**config.mk**
```make
export PLATFORM = sky130hd
export DESIGN_NAME = ifetch_stage
export DESIGN_NICKNAME = d
export VERILOG_FILES = /design/src/rtl/ifetch_stage.sv
export SDC_FILE = /design/constraint.sdc
export NUM_CORES = 1
export LEC_CHECK = 0
export ABC_AREA = 1
export BUFFER_PORTS_ARGS = -buffer_cell sky130_fd_sc_hd__clkbuf_2
export CAP_MARGIN = 25
export CORE_ASPECT_RATIO = 2
export CORE_MARGIN = 5
export CORE_UTILIZATION = 50
export DETAILED_ROUTE_END_ITERATION = 16
export GPL_ROUTABILITY_DRIVEN = 0
export PLACE_DENSITY = 0.77
export SYNTH_ARGS = -nofsm -noshare
export SYNTH_HDL_FRONTEND = slang
export SYNTH_SLANG_ARGS = --single-unit
```
**constraint.sdc**
```tcl
create_clock -name clk -period 1.68 [get_ports clk]
set_input_delay 0.504 -clock clk [delete_from_list [all_inputs] [get_ports clk]]
set_output_delay 0.504 -clock clk [all_outputs]
set_load 0.03 [all_outputs]
```
**src/rtl/ifetch_stage.sv**
```systemverilog
// ifetch_stage: RV64 instruction-fetch stage, one outstanding bus request, one-entry output register.
// Define IFETCH_PERF_EN to add the perf_bus_wait / perf_flush counters.
module ifetch_stage #(
    parameter logic [63:0] PC_RESET  = 64'h0000_0000_8000_0000,
    parameter logic [31:0] NOP_INSTR = 32'h0000_0013
) (
    input  logic        clk,
    input  logic        reset,
    output logic        ireq_valid,
    output logic [63:0] ireq_addr,
    input  logic        iresp_data_ok,
    input  logic [31:0] iresp_data,
    input  logic        redirect_valid,
    input  logic [63:0] redirect_pc,
    output logic        if_valid,
    output logic [63:0] if_pc,
    output logic [31:0] if_instr,
    output logic        if_excep,
    input  logic        id_ready
`ifdef IFETCH_PERF_EN
    ,
    output logic [63:0] perf_bus_wait,
    output logic [31:0] perf_flush
`endif
);
    typedef enum logic [1:0] {S_FETCH, S_FLUSH, S_HOLD} fetchState_e;

    fetchState_e state;
    logic [63:0] pc;
    logic [63:0] tgt;
    logic        pcAligned;

    assign pcAligned = (pc[1:0] == 2'b00);
    // NOTE: gated by reset combinationally so the bus never sees a request while reset is held.
    assign ireq_valid = !reset && (((state == S_FETCH) && pcAligned) || (state == S_FLUSH));
    assign ireq_addr  = pc;

    // NOTE: all state uses non-blocking assignments so every branch sees pre-edge values.
    always_ff @(posedge clk) begin
        if (reset) begin
            state    <= S_FETCH;
            pc       <= PC_RESET;
            tgt      <= '0;
            if_valid <= 1'b0;
            if_pc    <= '0;
            if_instr <= '0;
            if_excep <= 1'b0;
        end else begin
            case (state)
                S_FETCH: begin
                    if (!pcAligned) begin
                        if_valid <= 1'b1;
                        if_pc    <= pc;
                        if_instr <= NOP_INSTR;
                        if_excep <= 1'b1;
                        state    <= S_HOLD;
                    end else if (iresp_data_ok && !redirect_valid) begin
                        if_valid <= 1'b1;
                        if_pc    <= pc;
                        if_instr <= iresp_data;
                        if_excep <= 1'b0;
                        pc       <= pc + 64'd4;
                        state    <= S_HOLD;
                    end else if (iresp_data_ok) begin
                        pc <= redirect_pc;
                    end else if (redirect_valid) begin
                        // The bus cannot cancel: keep requesting the old pc until it answers.
                        tgt   <= redirect_pc;
                        state <= S_FLUSH;
                    end
                end
                S_FLUSH: begin
                    if (redirect_valid) tgt <= redirect_pc;
                    if (iresp_data_ok) begin
                        pc    <= redirect_valid ? redirect_pc : tgt;
                        state <= S_FETCH;
                    end
                end
                S_HOLD: begin
                    if (redirect_valid) begin
                        if_valid <= 1'b0;
                        pc       <= redirect_pc;
                        state    <= S_FETCH;
                    end else if (id_ready) begin
                        if_valid <= 1'b0;
                        state    <= S_FETCH;
                    end
                end
                default: state <= S_FETCH;
            endcase
        end
    end

`ifdef IFETCH_PERF_EN
    logic dropResp;
    assign dropResp = iresp_data_ok &&
                      ((state == S_FLUSH) || ((state == S_FETCH) && pcAligned && redirect_valid));

    always_ff @(posedge clk) begin
        if (reset) begin
            perf_bus_wait <= '0;
            perf_flush    <= '0;
        end else begin
            if (ireq_valid && !iresp_data_ok) perf_bus_wait <= perf_bus_wait + 64'd1;
            if (dropResp) perf_flush <= perf_flush + 32'd1;
        end
    end
`endif

endmodule
```
==> results.md, run 1 <==
Outcome:
- The flow did not finish.
- The tool reported: "[ERROR GRT-0116] Global routing finished with congestion. Check the congestion regions in the DRC Viewer".
- The flow stopped in 5_1_grt.

Clock tree:
- The number of hold buffers added after CTS was 0.
- The cell sitting at the root of the clock tree is a sky130_fd_sc_hd__clkbuf_16.
- The tree built by TritonCTS fans out to ~230 sinks.
- The buffer levels on the longest clock path is 3.
- The total number of H-tree levels is 1.
- The number of buffers inserted during clock tree synthesis is 22.

Synthesis:
- The proportion of synthesized flip-flops having asynchronous set or reset is 0%.
- Yosys mapped a number of flops with a built-in enable equal to 0.
- The post-synthesis average cell area is 6.37 um2.
- Among all flip-flop cells after synthesis, the most frequent one is sky130_fd_sc_hd__dfxtp_1.
- The post-synthesis instance area is roughly 0.012 mm2.
- By area the synthesized netlist is led by sky130_fd_sc_hd__dfxtp_1 (37%), sky130_fd_sc_hd__o21ai_0 (12%), sky130_fd_sc_hd__a21oi_1 (12%).
- The number of nets in the synthesized netlist is about 2100.
- The library cell with the largest summed area after synthesis is sky130_fd_sc_hd__dfxtp_1.
- In this run the biggest area consumer among cell types represents 36.6% of the synthesized area.
- The most frequent cell after synthesis is sky130_fd_sc_hd__nand2_1.
- The number of storage elements in the synthesis netlist is roughly 230.
- The post-synthesis cell type count is 38.
- For this run, the number of Yosys warnings is 0.
- The commonest cells after synthesis are sky130_fd_sc_hd__nand2_1 (386), sky130_fd_sc_hd__o21ai_0 (309), sky130_fd_sc_hd__a21oi_1 (297).
- After synthesis, flip-flops and latches occupy a little over a third of the total area.
- The cell count after synthesis is ~2000.

Placement:
- The placement-stage worst setup slack is -405 ps.
- During placement, the flow inserted port buffers numbering ~260.
- Once placement completed, the tool counted placed cells totaling between 2000 and 3000.
- The placed wire-length estimate is around 42000 um.

Floorplan:
- The total number of placement rows is 81.
- During I/O placement, the number of pins put on the boundary was 264.
- For this configuration, the core starts out at a cell density of 50.8%.
- The die width is between 100 and 150 um.
- The floorplan die height is 233 um.

Global routing:
- The wire length of the first global-routing pass is between 100000 and 150000 um.
- Summed over all layers, the global routing overflow is 3.
- The via count of the first global-routing pass is approximately 18000.
- Entering global routing, the biggest net connects 61 pins.
- In the global route stage, overall resource usage came out at 49.2%.
## layer usage
metal,global-route usage (%),overflow
met2,73.3,1
met4,49.5,2
met1,46.5,0
met5,6.62,0
met3,25.2,0
## metrics by stage
step	area, um2	util [%]	hold WS [ps]
CTS	18700	76.3	186
detailed placement	16100	65.6	456
global placement	16100	65.6	449
floorplan	12500	-	472
## timing repair
action,CTS
setup buffers,47
pin swaps,22
gates cloned,25
resized for setup,304
setup endpoints to repair,249
## kinds of logic after synthesis
logic type	synth area share [%]
AND/OR/NAND/NOR	23.1
AO/OA/AOI/OAI	27.7
buffers and inverters	10.4
flip-flops	36.6
XOR/XNOR	1.40
adder cells (fa/ha/maj)	0.502
multiplexers	0.241
==> inputs of run 2 (changes only) <==
Settings changed: CORE_ASPECT_RATIO 2 to unset, CORE_UTILIZATION 50 to 40, PLACE_DENSITY 0.77 to unset, PLACE_DENSITY_LB_ADDON set to 0.15.
Clock period 1.68 ns to 2.2 ns, I/O delays scaled along.
==> results.md, run 2 <==
Outcome:
- The run finished with clean final reports.

Run:
- The number of max-cap violations is 0.

Clock tree:
- The number of buffers inserted during clock tree synthesis is 26.
- TritonCTS built the clock tree.
- The cell at the root of the clock tree is sky130_fd_sc_hd__clkbuf_16.
- The total number of H-tree levels is 1.
- The clock passes through at most 3 buffers.
- Counting every sink on the clock net gives about 230.
- The clock slew at the register clock pins of the worst setup and hold paths is roughly 60 ps.
- The clock network latency to the later pin of the worst-skew pair is about 550 ps.

Setup path:
- The highest fanout seen on the critical path is 4.
- Data on the critical path arrives at its endpoint at roughly 1500 ps.
- At the worst endpoint, the required time is 1540 ps.
- For the worst flop-to-flop path, the logic depth is 10.
- In this run the critical register-to-register path is launched from ireq_addr[2]$_SDFFE_PP0P_.
- The worst setup path is of the register to output pin kind.
- The nature of the critical path endpoint is an output pin.
- The setup check on the worst reg-to-reg path leaves a slack of about 150 ps.
- The endpoint identified for the worst register-to-register timing path is ireq_addr[57]$_SDFFE_PP0P_.
- The type of origin of the critical path is a register.

Finish:
- The total number of nets in the final design is 2303.
- The share of layout cells above drive strength 1 is between 10% and 20%.
- The number of antenna diodes in the final layout is 0.
- The commonest non-fill, non-tap cell in the layout is sky130_fd_sc_hd__nand2_1.
- The library cells used most frequently in the layout, excluding fill and tap cells, are sky130_fd_sc_hd__nand2_1 (385), sky130_fd_sc_hd__o21ai_0 (309), sky130_fd_sc_hd__a21oi_1 (296), sky130_fd_sc_hd__clkbuf_2 (261), sky130_fd_sc_hd__dfxtp_1 (225).
- With fillers left out, the area of the finished cells amounts to between 0.015 and 0.02 mm2.
- Compared with the post-synthesis result, the final layout area differs by 23.7%.

Synthesis:
- The post-synthesis instance area is 0.0125 mm2.
- The post-synthesis average cell area is between 6 and 7 um2.
- The proportion of synthesized flip-flops having asynchronous set or reset is 0%.
- Yosys instantiated no cell more often than sky130_fd_sc_hd__nand2_1.
- After synthesis, flip-flops and latches occupy a little over a third of the total area.
- The synthesized design contains ~230 register bits.
- The synthesized netlist contains 38 unique library cells.
- The post-synthesis net count is approximately 2100.
- For this run, the leading register cell type out of synthesis is sky130_fd_sc_hd__dfxtp_1.
- During synthesis, Yosys emitted a total of 0 warnings.
- The share of the synthesized area in the top cell type is ~37%.
- Of all cell types, the one taking the most synthesized area is sky130_fd_sc_hd__dfxtp_1.
- The cell count after synthesis is 1956.
- The number of enable-type register cells in the synthesized netlist is 0.
- The commonest cells after synthesis are sky130_fd_sc_hd__nand2_1 (386), sky130_fd_sc_hd__o21ai_0 (309), sky130_fd_sc_hd__a21oi_1 (297).
- By area the synthesized netlist is led by sky130_fd_sc_hd__dfxtp_1 (37%), sky130_fd_sc_hd__o21ai_0 (12%), sky130_fd_sc_hd__a21oi_1 (12%).

Worst hold path:
- In this run the most critical hold path is launched from iresp_data[22].
- The path with the worst hold slack has its endpoint at if_instr[22]$_SDFFE_PP0P_.
- The path class of the lowest-slack min-delay path is input port to register.
- The hold path depth is 3.

Pwr:
- The internal portion of the total power is between 0.01 and 0.015 W.
- The power share of the clock group is 18.0%.
- Net switching is 48.6% of the power.
- Summed over all cells, the static leakage comes to 6.78 nW.
- The areal power density over the cells is around 1600 mW/mm2.
- In this run, the combinational gates consume approximately 52% of the power.
- The total power is 0.0243 W.
- The maximum vdd ir drop is 0.862 mV.
- For this design the total switching power over the nets is 0.0118 W.
- The sequential share of power is between 20% and 30%.

Floorplan:
- The die width is between 150 and 200 um.
- The floorplan core area is between 0.03 and 0.04 mm2.
- Once the floorplan was initialized, standard cells occupied 40.7% of the core.
- The initialized floorplan defines 64 standard-cell rows.
- The overall die area is about 0.035 mm2.
- Pin placement for this block handled 264 I/O pins.
- Measured along the y axis, the die boundary spans about 190 um.

Global routing:
- The aggregate global routing overflow is 0.
- The total global routing track utilization is a little over a quarter.
- The wire length of the first global-routing pass is 74700 um.
- The number of antenna violations at the first check in global routing is 0.
- The via count of the first global-routing pass was between 10000 and 15000.
- Entering global routing, the biggest net connects 96 pins.

Detailed routing:
- The vias per cell is 5.38.
- In this run, the number of DRC markers left after iteration 0 of detailed routing was approximately 1400.
- Wires add up to between 40000 and 50000 um.
- In the final routed layout, each cell accounts on average for 18.5 um.
- The first detailed-routing pass ran for 7 iterations.
- The count of nets left with antenna violations after detail routing is 0.
- Across all layers, the routed design uses around 14000 vias.
- For this run, design rule violations remaining after detail routing come to 0.

STA:
- Setup repair after global routing could not meet its margin everywhere.
- The number of endpoints with negative hold slack in the final report was 0.
- The minimum period implied by the final worst setup slack is around 2200 ps.
- The final period utilization is a little over nine tenths.
- The max-slew violation count is 0.
- The worst clock skew is between 15 and 20 ps.
- Setup violations remaining at the end of the flow were counted as 0.
- For this run, the top clock speed supported by timing is 462 MHz.
- The worst slew margin relative to its limit is 53.5%.
- For the pin with the worst max-slew slack, the measured transition is ~700 ps.
- On the final layout, the worst hold slack is 347 ps.

Placement:
- Buffers placed on the I/O ports in this run total between 200 and 300.
- The placed wire-length estimate is roughly 35000 um.
- After detailed placement, the total cell area comes to ~0.015 mm2.
[run 2: cell counts after synthesis]
No cell type changed its count.
[run 2: logic make-up (layout without fill, tap and decap cells)]
kind of cell	Yosys count	count (layout)	synth area share, %
simple gates	708	708	23.1
compound gates	676	676	27.7
buf+inv	316	573	10.4
flops	228	228	36.6
xor+xnor	20	20	1.40
fa+ha+maj	5	5	0.502
mux	3	3	0.241
[run 2: area by class of cell]
type / count / area [um2]
inverters: 190 / 724
fillers: 3156 / 15300
clock inverters: 5 / 50.0
multi-input cells: 1412 / 6650
repair buffers: 339 / 2120
clock buffers: 39 / 801
flip-flops and latches: 228 / 4570
well taps: 396 / 495
[run 2: worst max-delay path by stage]
| stage | startpoint | end | slack (ps) |
|---|---|---|---|
| 6_report | state[0]$_SDFFE_PP0P_ | ireq_valid | 40 |
| 5_1_grt | state[0]$_SDFFE_PP0P_ | ireq_valid | -20 |
| 4_1_cts | state[1]$_SDFFE_PP0P_ | ireq_valid | 30 |
| 3_5_place_dp | redirect_valid | ireq_addr[17]$_SDFFE_PP0P_ | 90 |
| 3_3_place_gp | redirect_valid | ireq_addr[17]$_SDFFE_PP0P_ | 100 |
| 2_1_floorplan | state[1]$_SDFFE_PP0P_ | ireq_valid | 110 |
[run 2: timing repair]
item | CTS | global route
setup endpoints to repair | 1 | 7
endpoints found under the hold margin | 0 | 0
hold buffers | 0 | 0
setup buffers | 2 | 0
gates resized for setup | 10 | 6
pin swaps | 1 | 2
[run 2: per-stage QoR]
stage,cells,setup TNS [ps],setup slack [ps],util (%)
after floorplan,1956,0,105,-
after global placement,2563,0,103,47.3
after detailed placement,2563,0,91.7,47.3
after CTS,2609,0,26.4,50.2
after global routing,2609,-18.6,-18.6,50.3
final,2609,0,36.8,50.3
[run 2: power groups by stage]
| stage | combinational [W] | clock (W) | sequential (W) |
|---|---|---|---|
| after floorplan | 0.00606 | 0 | 0.00916 |
| after global placement | 0.0123 | 0 | 0.00723 |
| after detailed placement | 0.0125 | 0 | 0.00728 |
| after CTS | 0.0126 | 0.00446 | 0.00722 |
| after global routing | 0.0139 | 0.00465 | 0.00747 |
| final | 0.0127 | 0.00437 | 0.00727 |
[run 2: per-layer routing]
| metal | vias to the layer above | wire [um] | track usage [%] |
|---|---|---|---|
| li1 | 6939 | - | - |
| met1 | 6340 | 20100 | 35.1 |
| met2 | 654 | 21600 | 41.9 |
| met3 | 98 | 4480 | 4.76 |
| met4 | 0 | 2010 | 10.3 |
| met5 | - | 0 | 0 |
[run 2: worst max-delay path, cell delays in order (launching register included)]
cell	delay (ps)
sky130_fd_sc_hd__dfxtp_4	370
sky130_fd_sc_hd__inv_4	80
sky130_fd_sc_hd__ha_4	140
sky130_fd_sc_hd__nand2_2	50
sky130_fd_sc_hd__a21oi_2	150
sky130_fd_sc_hd__clkbuf_8	170
Note: power is estimated with default switching activity, not from simulation.
==> inputs of run 3 (changes only) <==
Settings changed: CORE_UTILIZATION 40 to 35.
==> results.md, run 3 (same netlist as run 2, synthesis figures left out) <==
Detailed routing:
- The number of optimization iterations in the first detailed-route pass is 6.
- The total routed wirelength is 50900 um.
- The count of nets left with antenna violations after detail routing is 0.
- After the first detailed-routing iteration, the DRC count stood at around 1100.
- The total number of vias is around 14000.
- The DRC violation count after routing is 0.
- The vias per cell is 5.24.
- In the final routed layout, each cell accounts on average for around 19 um.

Pwr:
- The areal power density over the cells is between 1500 and 2000 mW/mm2.
- Cell internal power was estimated by the tool at ~0.013 W.
- The combinational share of power is between 50 and 60%.
- The switching portion of total power is 48.4%.
- In this run the power spent charging and discharging nets is about 0.012 W.
- The maximum vdd ir drop is 0.840 mV.
- The clock network accounts for a little under a fifth of the total power.
- The share of total power dissipated in sequential elements is between 20 and 30%.
- The total leakage power is about 6.9 nW.

Floorplan:
- The overall die area is between 0.03 and 0.04 mm2.
- around 260 I/O pins were placed.
- The floorplan core area is about 0.035 mm2.
- In this run the core area contains 69 standard-cell rows.
- The die is about 200 um wide.
- The initial utilization of the core area, before any placement, comes to a little over a third.
- The floorplan step set the die height to a little under 200 um.

Setup path:
- The highest fanout seen on the critical path is 3.
- The worst register-to-register path begins at state[1]$_SDFFE_PP0P_.
- For the worst flop-to-flop path, the logic depth is 15.
- The type of origin of the critical path is a register.
- STA puts the critical path data required time at 1540 ps.
- The worst setup path category is register to output pin.
- The nature of the critical path endpoint is an output pin.
- For the worst setup path, the data arrival time is between 1500 and 2000 ps.
- The reg-to-reg endpoint is ireq_addr[58]$_SDFFE_PP0P_.
- Across all register-to-register paths, the minimum setup slack is 110 ps.

Placement:
- The count of buffers inserted at the top-level ports is about 260.
- The cell count after placement is between 2000 and 3000.
- Summed over all nets, the half-perimeter wirelength after detailed placement is roughly 37000 um.
- Before CTS, the worst setup slack after placement is ~150 ps.

STA:
- Setup repair after global routing could not meet its margin everywhere.
- The max-slew violation count was 0.
- The worst clock skew is 10.3 ps.
- For the pin with the worst max-slew slack, the measured transition is between 700 and 800 ps.
- In the post-route analysis, the smallest setup slack over all paths is 8.47 ps.
- For this run, the top clock speed supported by timing is 456 MHz.
- Measured against its own limit, the worst slew margin works out to between 50% and 60%.
- The final period utilization is 99.6%.
- After layout, the minimum clock period comes to about 2200 ps.
- Setup violations remaining at the end of the flow were counted as 0.
- The number of endpoints with negative hold slack in the final report is 0.

Finish:
- The multi-input combinational cells in the finished layout cover a total of ~0.0067 mm2.
- 0 antenna diodes ended up in the layout.
- The top cell types in the final layout, fill and taps aside, are sky130_fd_sc_hd__nand2_1 (383), sky130_fd_sc_hd__o21ai_0 (309), sky130_fd_sc_hd__a21oi_1 (296), sky130_fd_sc_hd__clkbuf_2 (261), sky130_fd_sc_hd__dfxtp_1 (226).
- The count of cells in the finished layout, fillers not included, comes to about 2700.
- The storage element area is 0.00457 mm2.
- The library cell used most frequently in the layout, excluding fill and tap cells, is sky130_fd_sc_hd__nand2_1.
- The post-route netlist has 20.1% of its cells at a drive strength greater than 1.
- Compared with the post-synthesis result, the final layout area differs by 26.2%.
- The filler cell count is about 3800.
- The total number of nets in the final design is around 2300.

Clock tree:
- The buffer levels on the longest clock path is 3.
- The clock network latency to the later pin of the worst-skew pair is ~550 ps.
- After clock tree synthesis, the clock-pin slew on the worst setup and hold paths is approximately 60 ps.
- The total number of H-tree levels is 1.
- Counting the buffers created by CTS gives 27.
- The cell at the root of the clock tree is sky130_fd_sc_hd__clkbuf_16.
- The clock sink total is approximately 230.
- Hold repair after CTS inserted 0 buffers.
- The CTS tree is yes.

Global routing:
- For this run the aggregate overflow at the end of global routing stands at 0.
- Entering global routing, the biggest net connects 115 pins.
- Global routing used 24.2% of the available tracks across all layers.
- The first global-routing pass estimated between 70000 and 80000 um of wire.
- The via count of the first global-routing pass is 13048.
- The number of antenna violations at the first check in global routing is 0.

Worst hold path:
- The worst hold path terminates at if_instr[30]$_SDFFE_PP0P_.
- The path class of the lowest-slack min-delay path is input port to register.
- Counting instances, the worst hold path has a depth of 3.
- The worst hold path begins at iresp_data[30].

Outcome:
- The run finished with clean final reports.

Run:
- The number of max-cap violations is 0.
[run 3: cell count changes in the layout (fill, tap and decap cells not counted), moves of 3 or more]
cell and delta:
sky130_fd_sc_hd__buf_12 -3, sky130_fd_sc_hd__clkbuf_1 +4, sky130_fd_sc_hd__clkinvlp_4 +3, sky130_fd_sc_hd__clkbuf_16 +3, sky130_fd_sc_hd__buf_6 +3, sky130_fd_sc_hd__buf_4 +14, sky130_fd_sc_hd__clkbuf_8 -4
[run 3: timing repair]
action	in CTS	in global routing
pin swaps	2	3
endpoints found under the setup margin	1	32
buffers inserted	5	5
gates cloned	0	3
gates resized for setup	10	10
[run 3: cell type report]
class / count / share of cell area [%]
repair buffers: 357 / 14.6
inverters: 190 / 4.59
multi-input cells: 1412 / 42.3
flip-flops and latches: 228 / 29.0
clock buffers: 39 / 4.83
clock inverters: 11 / 0.922
well taps: 461 / 3.66
[run 3: worst max-delay path: stages, from the launching register on]
cell                       delay, ps
sky130_fd_sc_hd__dfxtp_2         340
sky130_fd_sc_hd__inv_4            70
sky130_fd_sc_hd__buf_6            90
sky130_fd_sc_hd__ha_4            120
sky130_fd_sc_hd__nand2_2          50
sky130_fd_sc_hd__a21oi_2         130
sky130_fd_sc_hd__clkbuf_8        180
[run 3: worst max path at each step]
stage	endpoint	slack [ps]	depth (start not counted)	from
2_1_floorplan	ireq_valid	110	6	state[1]$_SDFFE_PP0P_
3_3_place_gp	ireq_addr[4]$_SDFFE_PP0P_	160	10	redirect_valid
3_5_place_dp	if_pc[18]$_SDFFE_PP0P_	150	9	redirect_valid
4_1_cts	ireq_valid	-60	6	state[1]$_SDFFE_PP0P_
5_1_grt	ireq_valid	-50	6	state[1]$_SDFFE_PP0P_
6_report	ireq_valid	8	6	state[1]$_SDFFE_PP0P_
[run 3: stage by stage]
| step | power [W] | setup TNS [ps] | utilization, % | hold slack, ps | cell area [um2] |
|---|---|---|---|---|---|
| finish | 0.0250 | 0 | 44.5 | 336 | 15700 |
| global route | 0.0267 | -52.0 | 44.5 | 330 | 15700 |
| CTS | 0.0244 | -55.0 | 44.0 | 313 | 15600 |
| detailed placement | 0.0196 | 0 | 41.2 | 455 | 14600 |
| global placement | 0.0195 | 0 | 41.2 | 449 | 14600 |
| floorplan | 0.0152 | 0 | - | 475 | 12500 |
[run 3: power by group through the flow]
stage | clock, W | sequential (W) | combinational (W)
floorplan | 0 | 0.00916 | 0.00606
global placement | 0 | 0.00721 | 0.0123
detailed placement | 0 | 0.00723 | 0.0124
CTS | 0.00473 | 0.00717 | 0.0125
global route | 0.00490 | 0.00739 | 0.0144
finish | 0.00464 | 0.00720 | 0.0132
[run 3: metal layers]
layer / vias up / part of all wire, % / wire (um) / global-route usage [%]
li1: 6980 / - / - / -
met1: 6544 / 43 / 21700 / 32.3
met2: 537 / 47 / 23800 / 40.3
met3: 86 / 7.4 / 3750 / 3.44
met4: 0 / 3.3 / 1690 / 7.83
met5: - / 0 / 0 / 0
